$ cat src/rtl/mem_arbiter_llsc.sv
// Round-robin N-core memory arbiter with one outstanding backend transaction.
// A central LL/SC reservation table decides the outcome of each store-conditional.
module mem_arbiter_llsc #(
    parameter int NUM_CORES = 4,
    parameter int ADDR_W    = 32,
    parameter int DATA_W    = 32,
    parameter int RESV_LSB  = 2
) (
    input  logic                        clk,
    input  logic                        rst,
    input  logic [NUM_CORES-1:0]        req_valid,
    output logic [NUM_CORES-1:0]        req_ready,
    input  logic [NUM_CORES-1:0]        req_wr,
    input  logic [NUM_CORES-1:0]        req_atomic,
    input  logic [NUM_CORES*ADDR_W-1:0] req_addr,
    input  logic [NUM_CORES*DATA_W-1:0] req_wdata,
    output logic [NUM_CORES-1:0]        resp_valid,
    output logic [DATA_W-1:0]           resp_rdata,
    output logic                        resp_sc_success,
    output logic                        mem_req_valid,
    input  logic                        mem_req_ready,
    output logic                        mem_req_wr,
    output logic [ADDR_W-1:0]           mem_req_addr,
    output logic [DATA_W-1:0]           mem_req_wdata,
    input  logic                        mem_resp_valid,
    input  logic [DATA_W-1:0]           mem_resp_rdata
);

    localparam int IDX_W = $clog2(NUM_CORES);
    localparam int TAG_W = ADDR_W - RESV_LSB;

    typedef enum logic [1:0] {IDLE, ISSUE, WAIT, RESP} state_e;

    state_e               state_q, state_d;
    logic [IDX_W-1:0]     rr_ptr_q, rr_ptr_d;
    logic [IDX_W-1:0]     gnt_q, gnt_d;
    logic                 wr_q, wr_d;
    logic                 atomic_q, atomic_d;
    logic                 sc_ok_q, sc_ok_d;
    logic [ADDR_W-1:0]    addr_q, addr_d;
    logic [DATA_W-1:0]    wdata_q, wdata_d;
    logic [DATA_W-1:0]    rdata_q, rdata_d;
    logic [NUM_CORES-1:0] resv_vld_q, resv_vld_d;
    logic [TAG_W-1:0]     resv_tag_q [NUM_CORES];
    logic [TAG_W-1:0]     resv_tag_d [NUM_CORES];

    logic                 found;
    logic [IDX_W-1:0]     cand;
    logic [IDX_W-1:0]     gnt_idx;
    logic                 sel_wr;
    logic                 sel_atomic;
    logic [ADDR_W-1:0]    sel_addr;
    logic [DATA_W-1:0]    sel_wdata;
    logic [TAG_W-1:0]     sel_tag;
    logic [NUM_CORES-1:0] tag_hit;
    logic                 sc_pass;

    // First requester at or after rr_ptr, wrapping at NUM_CORES.
    always_comb begin
        found   = 1'b0;
        cand    = '0;
        gnt_idx = '0;
        for (int i = 0; i < NUM_CORES; i++) begin
            cand = IDX_W'((int'(rr_ptr_q) + i) % NUM_CORES);
            if (!found && req_valid[cand]) begin
                found   = 1'b1;
                gnt_idx = cand;
            end
        end
    end

    assign sel_wr     = req_wr[gnt_idx];
    assign sel_atomic = req_atomic[gnt_idx];
    assign sel_addr   = req_addr[gnt_idx*ADDR_W +: ADDR_W];
    assign sel_wdata  = req_wdata[gnt_idx*DATA_W +: DATA_W];
    assign sel_tag    = sel_addr[ADDR_W-1:RESV_LSB];

    always_comb begin
        for (int c = 0; c < NUM_CORES; c++) begin
            tag_hit[c] = resv_vld_q[c] && (resv_tag_q[c] == sel_tag);
        end
    end

    assign sc_pass = tag_hit[gnt_idx];

    // NOTE: every always_comb output gets a default first so no path leaves it unassigned (no latches).
    always_comb begin
        state_d         = state_q;
        rr_ptr_d        = rr_ptr_q;
        gnt_d           = gnt_q;
        wr_d            = wr_q;
        atomic_d        = atomic_q;
        sc_ok_d         = sc_ok_q;
        addr_d          = addr_q;
        wdata_d         = wdata_q;
        rdata_d         = rdata_q;
        resv_vld_d      = resv_vld_q;
        resv_tag_d      = resv_tag_q;
        req_ready       = '0;
        resp_valid      = '0;
        resp_rdata      = '0;
        resp_sc_success = 1'b0;
        mem_req_valid   = 1'b0;
        mem_req_wr      = 1'b0;
        mem_req_addr    = '0;
        mem_req_wdata   = '0;

        unique case (state_q)
            IDLE: begin
                if (found && !rst) begin
                    req_ready[gnt_idx] = 1'b1;
                    gnt_d    = gnt_idx;
                    wr_d     = sel_wr;
                    atomic_d = sel_atomic;
                    addr_d   = sel_addr;
                    wdata_d  = sel_wdata;
                    sc_ok_d  = sel_wr && sel_atomic && sc_pass;
                    rr_ptr_d = IDX_W'((int'(gnt_idx) + 1) % NUM_CORES);
                    state_d  = ISSUE;
                    if (sel_atomic && !sel_wr) begin
                        resv_vld_d[gnt_idx] = 1'b1;
                        resv_tag_d[gnt_idx] = sel_tag;
                    end else if (sel_wr && sel_atomic && !sc_pass) begin
                        // Failed SC never reaches the backend.
                        resv_vld_d[gnt_idx] = 1'b0;
                        state_d             = RESP;
                    end else if (sel_wr) begin
                        resv_vld_d = resv_vld_q & ~tag_hit;
                    end
                end
            end
            ISSUE: begin
                mem_req_valid = 1'b1;
                mem_req_wr    = wr_q;
                mem_req_addr  = addr_q;
                mem_req_wdata = wdata_q;
                if (mem_req_ready) begin
                    state_d = WAIT;
                end
            end
            WAIT: begin
                if (mem_resp_valid) begin
                    rdata_d = mem_resp_rdata;
                    state_d = RESP;
                end
            end
            RESP: begin
                resp_valid[gnt_q] = 1'b1;
                resp_rdata        = wr_q ? '0 : rdata_q;
                resp_sc_success   = wr_q && atomic_q && sc_ok_q;
                state_d           = IDLE;
            end
            default: state_d = IDLE;
        endcase
    end

    // NOTE: sequential state uses non-blocking assignments so all registers update together.
    always_ff @(posedge clk) begin
        if (rst) begin
            state_q    <= IDLE;
            rr_ptr_q   <= '0;
            resv_vld_q <= '0;
        end else begin
            state_q    <= state_d;
            rr_ptr_q   <= rr_ptr_d;
            resv_vld_q <= resv_vld_d;
        end
    end

    // NOTE: payload and reservation tags are not reset; they are only read while a state or valid bit qualifies them.
    always_ff @(posedge clk) begin
        gnt_q      <= gnt_d;
        wr_q       <= wr_d;
        atomic_q   <= atomic_d;
        sc_ok_q    <= sc_ok_d;
        addr_q     <= addr_d;
        wdata_q    <= wdata_d;
        rdata_q    <= rdata_d;
        resv_tag_q <= resv_tag_d;
    end

endmodule

$ cat config.mk
export PLATFORM = sky130hd
export DESIGN_NAME = mem_arbiter_llsc
export DESIGN_NICKNAME = d
export VERILOG_FILES = /design/src/rtl/mem_arbiter_llsc.sv
export SDC_FILE = /design/constraint.sdc
export NUM_CORES = 1
export LEC_CHECK = 0
export ABC_AREA = 1
export ABC_CLOCK_PERIOD_IN_PS = 14780
export CORE_ASPECT_RATIO = 0.7
export CORE_MARGIN = 8
export CORE_UTILIZATION = 25
export DETAILED_ROUTE_END_ITERATION = 10
export HOLD_SLACK_MARGIN = 0.12
export PLACE_DENSITY = 0.56
export SKIP_LAST_GASP = 1
export SYNTH_ARGS = -nofsm -noshare
export SYNTH_HDL_FRONTEND = slang
export SYNTH_SLANG_ARGS = --single-unit
$ cat constraint.sdc
create_clock -name clk -period 14.78 [get_ports clk]
set_input_delay 2.217 -clock clk [delete_from_list [all_inputs] [get_ports clk]]
set_output_delay 2.217 -clock clk [all_outputs]
set_load 0.005 [all_outputs]
# [Yosys cells after proc, flatten, opt, wreduce, memory -nomap -nowiden]
# Cells that the tools add are included.
[totals] out_inout_bits=107 word_cells=124 regBits=229 in_bits=304
[op_classes] n_addsub=4 muxes=48 n_bitwise=6 n_reduce_logical=30 shift=2 magnitude_cmp=10 eq_ne=10
[op_table] operator="indexed part select 128 x 8 -> 32 bit" n=2
[op_table] operator="2-to-1 mux 32 bit" n=4
[op_table] operator="bitwise mux 120 bit" n=1
[op_table] operator="equality test 30 bit" n=4
[op_table] operator="demux 30 bit (select 2 bit)" n=1
[op_table] operator="2-to-1 mux 30 bit" n=1
[op_table] operator="2-to-1 mux 4 bit" n=6
[op_table] operator="less-than comparator 2 x 3 -> 1 bit (second input constant)" n=6
[op_table] operator="2-to-1 mux 2 bit" n=9
[op_table] operator="logical AND 1 bit" n=17
[op_table] operator="2-to-1 mux 1 bit" n=16
[op_table] operator="binary-select mux 1 bit (select 2 bit)" n=7
[op_table] operator="AND reduction 3 bit" n=3
[op_table] operator="AND 4 bit" n=2
[op_table] operator="inverter 4 bit" n=2
[op_table] operator="one-hot mux 2 bit (4 select lines)" n=1
[op_table] operator="logical NOT 1 bit" n=6
[op_table] operator="!= test 2 bit (second input constant)" n=3
[op_table] operator="adder 2 x 1 -> 2 bit (second input constant)" n=2
[op_table] operator="adder 2 bit (second input constant)" n=2
[op_table] operator="demux 1 bit (select 2 bit)" n=2
[op_table] operator="equality test 2 bit (second input constant)" n=2
[op_table] operator="greater-or-equal comparator 2 x 1 -> 1 bit (second input constant)" n=2
[op_table] operator="bitwise OR 4 bit" n=1
[op_table] operator="other kinds (7)" n=8

# [Logic depth before layout (Yosys ltp)]
# Gate-level depths: netlist of run 1.
[depth] ltp_word=23 depth_mapped=30 mapped_depth_nobuf=27

# [Worst setup path before layout of run 1]
# Ideal clock, no wire load.
[synth_timing] path_type="input-to-output" from="in req_valid[3]" to="out req_ready[0]" n_path_buf=1 slack_ns=5.678 arrival_time_ns=6.885 path_stages=11 required_time_ns=12.563 cell_sequence="inv_1 nand2_1 nand3_1 nand2_2 nor2_4 nand3_4 buf_1 nand2_1 nor2_1 inv_1 nor2_1"
[synth_via] elab_chain_len=18 elab_cells_between_ends=30 cone_classes="2 x order compare; 20 x mux; 8 x reduce/logical"
[synth_lines] item="start, declared" line="11" text="input logic [NUM_CORES-1:0] req_valid,"
[synth_lines] item="binary-select mux 1 bit (select 2 bit)" line="65" text="if (!found && req_valid[cand]) begin"
[synth_lines] item="2-to-1 mux 1 bit (implied by the code)" line="65"
[synth_lines] item="2-to-1 mux 1 bit" line="65"
[synth_lines] item="logical NOT 1 bit" line="65"
[synth_lines] item="logical AND 1 bit" line="65"
[synth_lines] item="2-to-1 mux 1 bit" line="65"
[synth_lines] item="logical NOT 1 bit" line="65"
[synth_lines] item="logical AND 1 bit" line="65"
[synth_lines] item="[... 2 more ...]"
[synth_lines] item="logical AND 1 bit" line="65"
[synth_lines] item="2-to-1 mux 2 bit" line="65"
[synth_lines] item="less-than comparator 2 x 3 -> 1 bit (implied by the code) / greater-or-equal comparator 2 x 1 -> 1 bit (equally long branches)" line="111" text="req_ready[gnt_idx] = 1'b1;"
[synth_lines] item="logical AND 1 bit (implied by the code)" line="111"
[synth_lines] item="2-to-1 mux 1 bit (implied by the code)" line="111"
[synth_lines] item="demux 1 bit (select 2 bit)" line="111"
[synth_lines] item="2-to-1 mux 4 bit *" line="110" text="if (found && !rst) begin"
[synth_lines] item="2-to-1 mux 4 bit *" line="108" text="unique case (state_q)"
[synth_lines] item="end, declared" line="12" text="output logic [NUM_CORES-1:0] req_ready,"
# Every way passes the cells marked *; elsewhere a longest branch is shown, timed or not. The select of a mux whose other input is x is not followed.

# [Final worst setup path of run 1]
[layout_timing] from="in req_valid[1]" to="out req_ready[3]"
# The elaborated chain is that of the path after synthesis.

==> impl_metrics.tcl, run 1 <==
set metrics [dict create \
    dieArea_um2 64900 \
    wl_per_cell_um 20.0 \
    dr_wl_met2_um 25500 \
    yosys_warnings 0 \
    drive_gt1_share_pct 4.92 \
    synth_area_leader_cell "edfxtp_1" \
    nNetsFinal 2551 \
    syn_nets 2170 \
    clock-skew-final_ns 0.0132 \
    clkSinkCount 229 \
    io_buffers 410 \
    die_h_um 216 \
    syn_area_per_cell_um2 7.65 \
    setup_viol 0 \
    ant_nets 0 \
    synthesis.area_um2 14200 \
    synth.area.mux_share_pct 0 \
    yosys.area_share.simple_pct 32.0 \
    start_kind "input port" \
    rows 73 \
    final.period_utilization_pct 53.2 \
    critPathKind "input port to output port" \
    numCtsBuffers 26 \
    die_x_um 301 \
    maxSlewViolCount 0 \
    first_global_vias 13439 \
    drcViolationCount 0 \
    ys_seq_area_share_pct 47.8 \
    cap_violations 0 \
    cts_tree "built" \
    ys_async_sr_fraction_pct 0 \
    final_area_um2 19800 \
    synth_xor_xnor_area_share_pct 0.730 \
    cts_max_level 1 \
    dpl.hpwl_um 47400 \
    ctsResizeCount 0 \
    syn2layout_area_growth_pct 39.6 \
    crit_required_ns 12.56 \
    cts_setup_buffers 0 \
    vias_per_cell 4.69 \
    worst_pin_slew_ns 1.07 \
    track_usage_pct 17.6 \
    cts.clk_slew.worst_paths_ns 0.06 \
    worstHoldPathType "flip-flop to flip-flop" \
    status "finished clean" \
    rsz0062_at_grt "false" \
    ioPinCount 411 \
    ctsHoldBuffers 0 \
    synth_compound_gate_area_share_pct 6.04 \
    dpl_cell_area_um2 19000 \
    dr_total_vias 14113 \
    finalHoldViolCount 0 \
    syn_inst 1858 \
    routed_wl_um 60300 \
    routed-wl-met3_um 5530 \
    wl_met1_um 28100 \
    synth_top_area_share_pct 46.7 \
    worstPathArrival_ns 5.65 \
    synth_edf_count 221 \
    cts-root-buf "clkbuf_16" \
    insertion_delay_ns 0.56 \
    firstDrtPassIters 6 \
    ys_ff_latch 229 \
    synth.distinct_cells 41 \
    antenna_found_initial 3 \
    routed.top_layer "met4" \
    worstPathMaxFanout 43 \
    core_um2 56500 \
    worst_hold_slack_ns 0.521 \
    grt_pass1_wl_um 87900 \
    drtIter0Drc 1378 \
    synthAdderAreaFrac_pct 0.704 \
    finalCriticalPeriod_ns 7.86 \
    synth_top_family_by_area "simple AND/OR/NAND/NOR gates" \
    gp_congestion 0.952 \
    critPathCaptureType "output port" \
    clockBufferDepth 3 \
    grt_max_degree 73 \
    maxSlewHeadroom_pct 28.7 \
    finalSetupTns_ns 0 \
    grt-ovfl-total 0 \
    initial_core_util_pct 25.2 \
    max_freq_mhz 127 \
    ys.flop_type "edfxtp_1" \
    synthTopCellsByArea "edfxtp_1, nand2_1, inv_1, nand3_1, nand4_1" \
]
[routing by layer]
metal	vias up	track usage [%]
li1	6788	-
met1	6666	26.0
met2	584	25.6
met3	75	4.31
met4	0	3.78
met5	-	0
[state kept, by name (all words and copies together) (netlist names)]
register,cells
addr_q,32
atomic_q,1
gnt_q,2
rdata_q,32
resv_tag_q,120
resv_vld_q,4
rr_ptr_q,2
sc_ok_q,1
state_q,2
wdata_q,32
wr_q,1
[cell usage in the layout, fill, tap and decap left out, drive strengths merged, types with 18 or more instances in the layout]
master         instances
a21oi                 80
edfxtp               221
nand2                608
o21ai                 18
clkbuf                29
clkdlybuf4s50        410
nor2                 101
nand4                105
nand3                165
a22oi                 34
inv                  379
[worst paths after layout]
check                               end  slack (ns)                  startpoint  depth (start not counted)
max reg2reg  resv_vld_q[3]$_SDFFE_PP0P_        9.36    rr_ptr_q[0]$_SDFFE_PP0P_                         24
min reg2reg  resv_vld_q[2]$_SDFFE_PP0P_        0.52  resv_vld_q[2]$_SDFFE_PP0P_                          2
min          resv_vld_q[2]$_SDFFE_PP0P_        0.52  resv_vld_q[2]$_SDFFE_PP0P_                          2
max                        req_ready[3]        6.92                req_valid[1]                         13
[cell type report]
cell class              count  area (um^2)
repair buffers            424         4210
fillers                  5809        36700
diodes                      3         7.51
clock inverters            16          138
flip-flops and latches    229         6800
inverters                 380         1430
clock buffers              29          683
well taps                 750          938
multi-input cells        1178         5640
[cell usage after synthesis (2+ instances only)]
cell and count:
inv_2 6, nand4_1 105, ha_1 8, o21ai_0 12, inv_1 371, edfxtp_1 221, nor3_1 9, or2_2 3
nor4_1 8, buf_1 6, nand2_1 591, nor2_1 100, nand2_2 16, nand3b_1 13, o22ai_1 3, buf_2 15
xnor2_1 10, nand3_2 19, nand3_4 4, nand3_1 142, a21oi_1 80, a22oi_1 34, clkbuf_1 35, a32oi_1 2
dfxtp_1 8, o21ai_1 6, buf_4 7, buf_6 7, o211ai_1 5
[per-stage QoR]
step	util, %	worst slack (ns)	std cells
global route	35.1	6.69	3009
CTS	35.1	6.95	3006
detailed placement	33.6	6.96	2961
finish	35.1	6.92	3009
global placement	33.6	7.02	2961
floorplan	-	5.68	1858
[worst max-delay path: stages]
cell and delay [ns]:
clkdlybuf4s50_1 0.43, inv_1 0.09, nand2_1 0.07, nand3_1 0.15
nand2_2 0.09, nor2_4 0.16, nand4_1 0.14, nand2_4 0.47
clkinv_2 0.68, ha_1 0.48, inv_1 0.10, nor2_1 0.05
clkdlybuf4s50_1 0.51
[cells by family (layout without fill, tap and decap cells)]
family,Yosys count,in the layout
adder cells (fa/ha/maj),8,8
AND/OR/NAND/NOR,1012,1012
flip-flops,229,229
AO/OA/AOI/OAI,147,147
other,0,3
buffers and inverters,451,849
XOR/XNOR,11,11
Power of run 1 is not shown: default switching activity piles up to over one toggle a cycle in this logic, so the estimate is an artifact.
==> run 2: changes to the inputs <==
--- a/config.mk
+++ b/config.mk
@@ -6,7 +6,7 @@
 export NUM_CORES = 1
 export LEC_CHECK = 0
 export ABC_AREA = 1
-export ABC_CLOCK_PERIOD_IN_PS = 14780
+export ABC_CLOCK_PERIOD_IN_PS = 7400
 export CORE_ASPECT_RATIO = 0.7
 export CORE_MARGIN = 8
 export CORE_UTILIZATION = 25
==> constraint.sdc (replaced) <==
create_clock -name clk -period 7.4 [get_ports clk]
set_input_delay 1.11 -clock clk [delete_from_list [all_inputs] [get_ports clk]]
set_output_delay 1.11 -clock clk [all_outputs]
set_load 0.005 [all_outputs]
==> run 2 against run 1 <==
Against the previous run:
- count of clock-buffer cells in the layout increased by 8
- final area increased by 0.21%
- final cell count increased by 0.17%
- first-iteration DRC count decreased by 5.5%
- non-clock buffer count increased by 5
- register-to-register slack got worse by 7.0 ns
- die area unchanged
- flip-flop and latch count unchanged
==> impl_metrics.tcl, run 2 (synthesis results as in run 1) <==
set metrics [dict create \
    worst_hold_slack_ns 0.537 \
    ioPinCount 411 \
    dr_total_vias 14213 \
    syn2layout_area_growth_pct 39.9 \
    place_ws_ns 1.37 \
    cts.clk_slew.worst_paths_ns 0.06 \
    clockBufferDepth 3 \
    insertion_delay_ns 0.54 \
    grt_max_degree 70 \
    r2r-end "resv_vld_q[1]$_SDFFE_PP0P_" \
    maxSlewViolCount 0 \
    drcViolationCount 0 \
    cap_violations 0 \
    cts-root-buf "clkbuf_16" \
    clock-skew-final_ns 0.0119 \
    wl_per_cell_um 20.2 \
    worstPathArrival_ns 4.89 \
    worstHoldPathType "flip-flop to flip-flop" \
    status "finished clean" \
    start_kind "input port" \
    final_area_um2 19900 \
    finalHoldViolCount 0 \
    core_um2 56500 \
    rows 73 \
    hold_end "resv_vld_q[2]$_SDFFE_PP0P_" \
    multi_input_area_um2 5640 \
    clkSinkCount 229 \
    finalSetupTns_ns 0 \
    dieArea_um2 64900 \
    hold_depth 2 \
    vias_per_cell 4.72 \
    cp-startpoint "req_valid[2]" \
    max_freq_mhz 167 \
    setup_viol 0 \
    worstHoldStart "resv_vld_q[2]$_SDFFE_PP0P_" \
    firstDrtPassIters 6 \
    io_buffers 410 \
    final_cell_mix "nand2_1, clkdlybuf4s50_1, inv_1" \
    die_h_um 216 \
    drtIter0Drc 1302 \
    track_usage_pct 17.8 \
    ant_nets 0 \
    critPathKind "input port to output port" \
    routed_wl_um 61000 \
    regToRegStartpoint "rr_ptr_q[0]$_SDFFE_PP0P_" \
    grt_pass1_wl_um 89200 \
    die_x_um 301 \
    largest_register_ffs 120 \
    setup_ws_ns 1.40 \
    largest-register "resv_tag_q" \
    critPathCaptureType "output port" \
    finalCriticalPeriod_ns 6.00 \
    drive_gt1_share_pct 4.86 \
    maxSlewHeadroom_pct 27.4 \
    numCtsBuffers 26 \
    ctsHoldBuffers 0 \
    dpl.hpwl_um 48200 \
    worst_pin_slew_ns 1.09 \
    r2r_slack_ns 2.38 \
    cts_max_level 1 \
    grt-ovfl-total 0 \
    regArea_um2 6800 \
    antenna_found_initial 3 \
    layout_commonest_cell "nand2_1" \
    final.period_utilization_pct 81.1 \
    ctsResizeCount 0 \
    cts_setup_buffers 0 \
    num-fill-cells 5903 \
    crit_required_ns 6.29 \
    cts_tree "built" \
    worstPathMaxFanout 61 \
    initial_core_util_pct 25.2 \
    ff2ff_path_depth 23 \
    dpl_cell_area_um2 19100 \
    gp_congestion 0.956 \
    nNetsFinal 2556 \
    first_global_vias 13958 \
    rsz0062_at_grt "false" \
]
==> run 2: cell types whose count changed in the layout (fill, tap and decap cells not counted) <==
cell	delta
clkinv_4	-2
clkinv_1	-1
clkbuf_1	+8
clkinv_2	-3
inv_6	-1
bufinv_16	+1
buf_4	+5
clkinvlp_4	-1
diode_2	-1
==> run 2: worst max-delay path: stages <==
cell and delay (ns):
clkdlybuf4s50_1 0.49, inv_1 0.06, nand2_1 0.08, nand3_1 0.09, nand2_1 0.10, inv_1 0.10
nand3_4 0.35, nand3_4 0.65, inv_2 0.76, ha_1 0.32, inv_1 0.08, nor2_1 0.10
clkdlybuf4s50_1 0.56
==> run 2: metal layers <==
layer | wire length [um] | vias to the layer above | global-route usage, %
li1 | - | 6786 | -
met4 | 1550 | 4 | 4.26
met1 | 28300 | 6790 | 25.6
met2 | 25900 | 541 | 26.7
met3 | 5200 | 92 | 4.23
met5 | 21 | - | 0
==> run 2: per-stage QoR <==
step | util, % | cells
6_report | 35.2 | 3014
5_1_grt | 35.2 | 3013
3_5_place_dp | 33.7 | 2966
2_1_floorplan | - | 1858
4_1_cts | 35.2 | 3012
3_3_place_gp | 33.7 | 2966
==> run 2: how the worst max path moves through the flow <==
stage | cells after the start | endpoint
3_3_place_gp | 13 | req_ready[3]
2_1_floorplan | 11 | req_ready[0]
5_1_grt | 13 | req_ready[1]
6_report | 13 | req_ready[3]
3_5_place_dp | 13 | req_ready[3]
4_1_cts | 13 | req_ready[3]
==> run 2: area by class of cell <==
cell class / count / share of cell area (%)
antenna: 2 / 0.0252
timing repair buffer: 429 / 21.3
tap: 750 / 4.72
sequential: 229 / 34.2
multi-input combinational: 1178 / 28.4
inverter: 380 / 7.20
clock buffer: 37 / 3.59
clock inverter: 9 / 0.579
Power of run 2 is left out for the same reason.
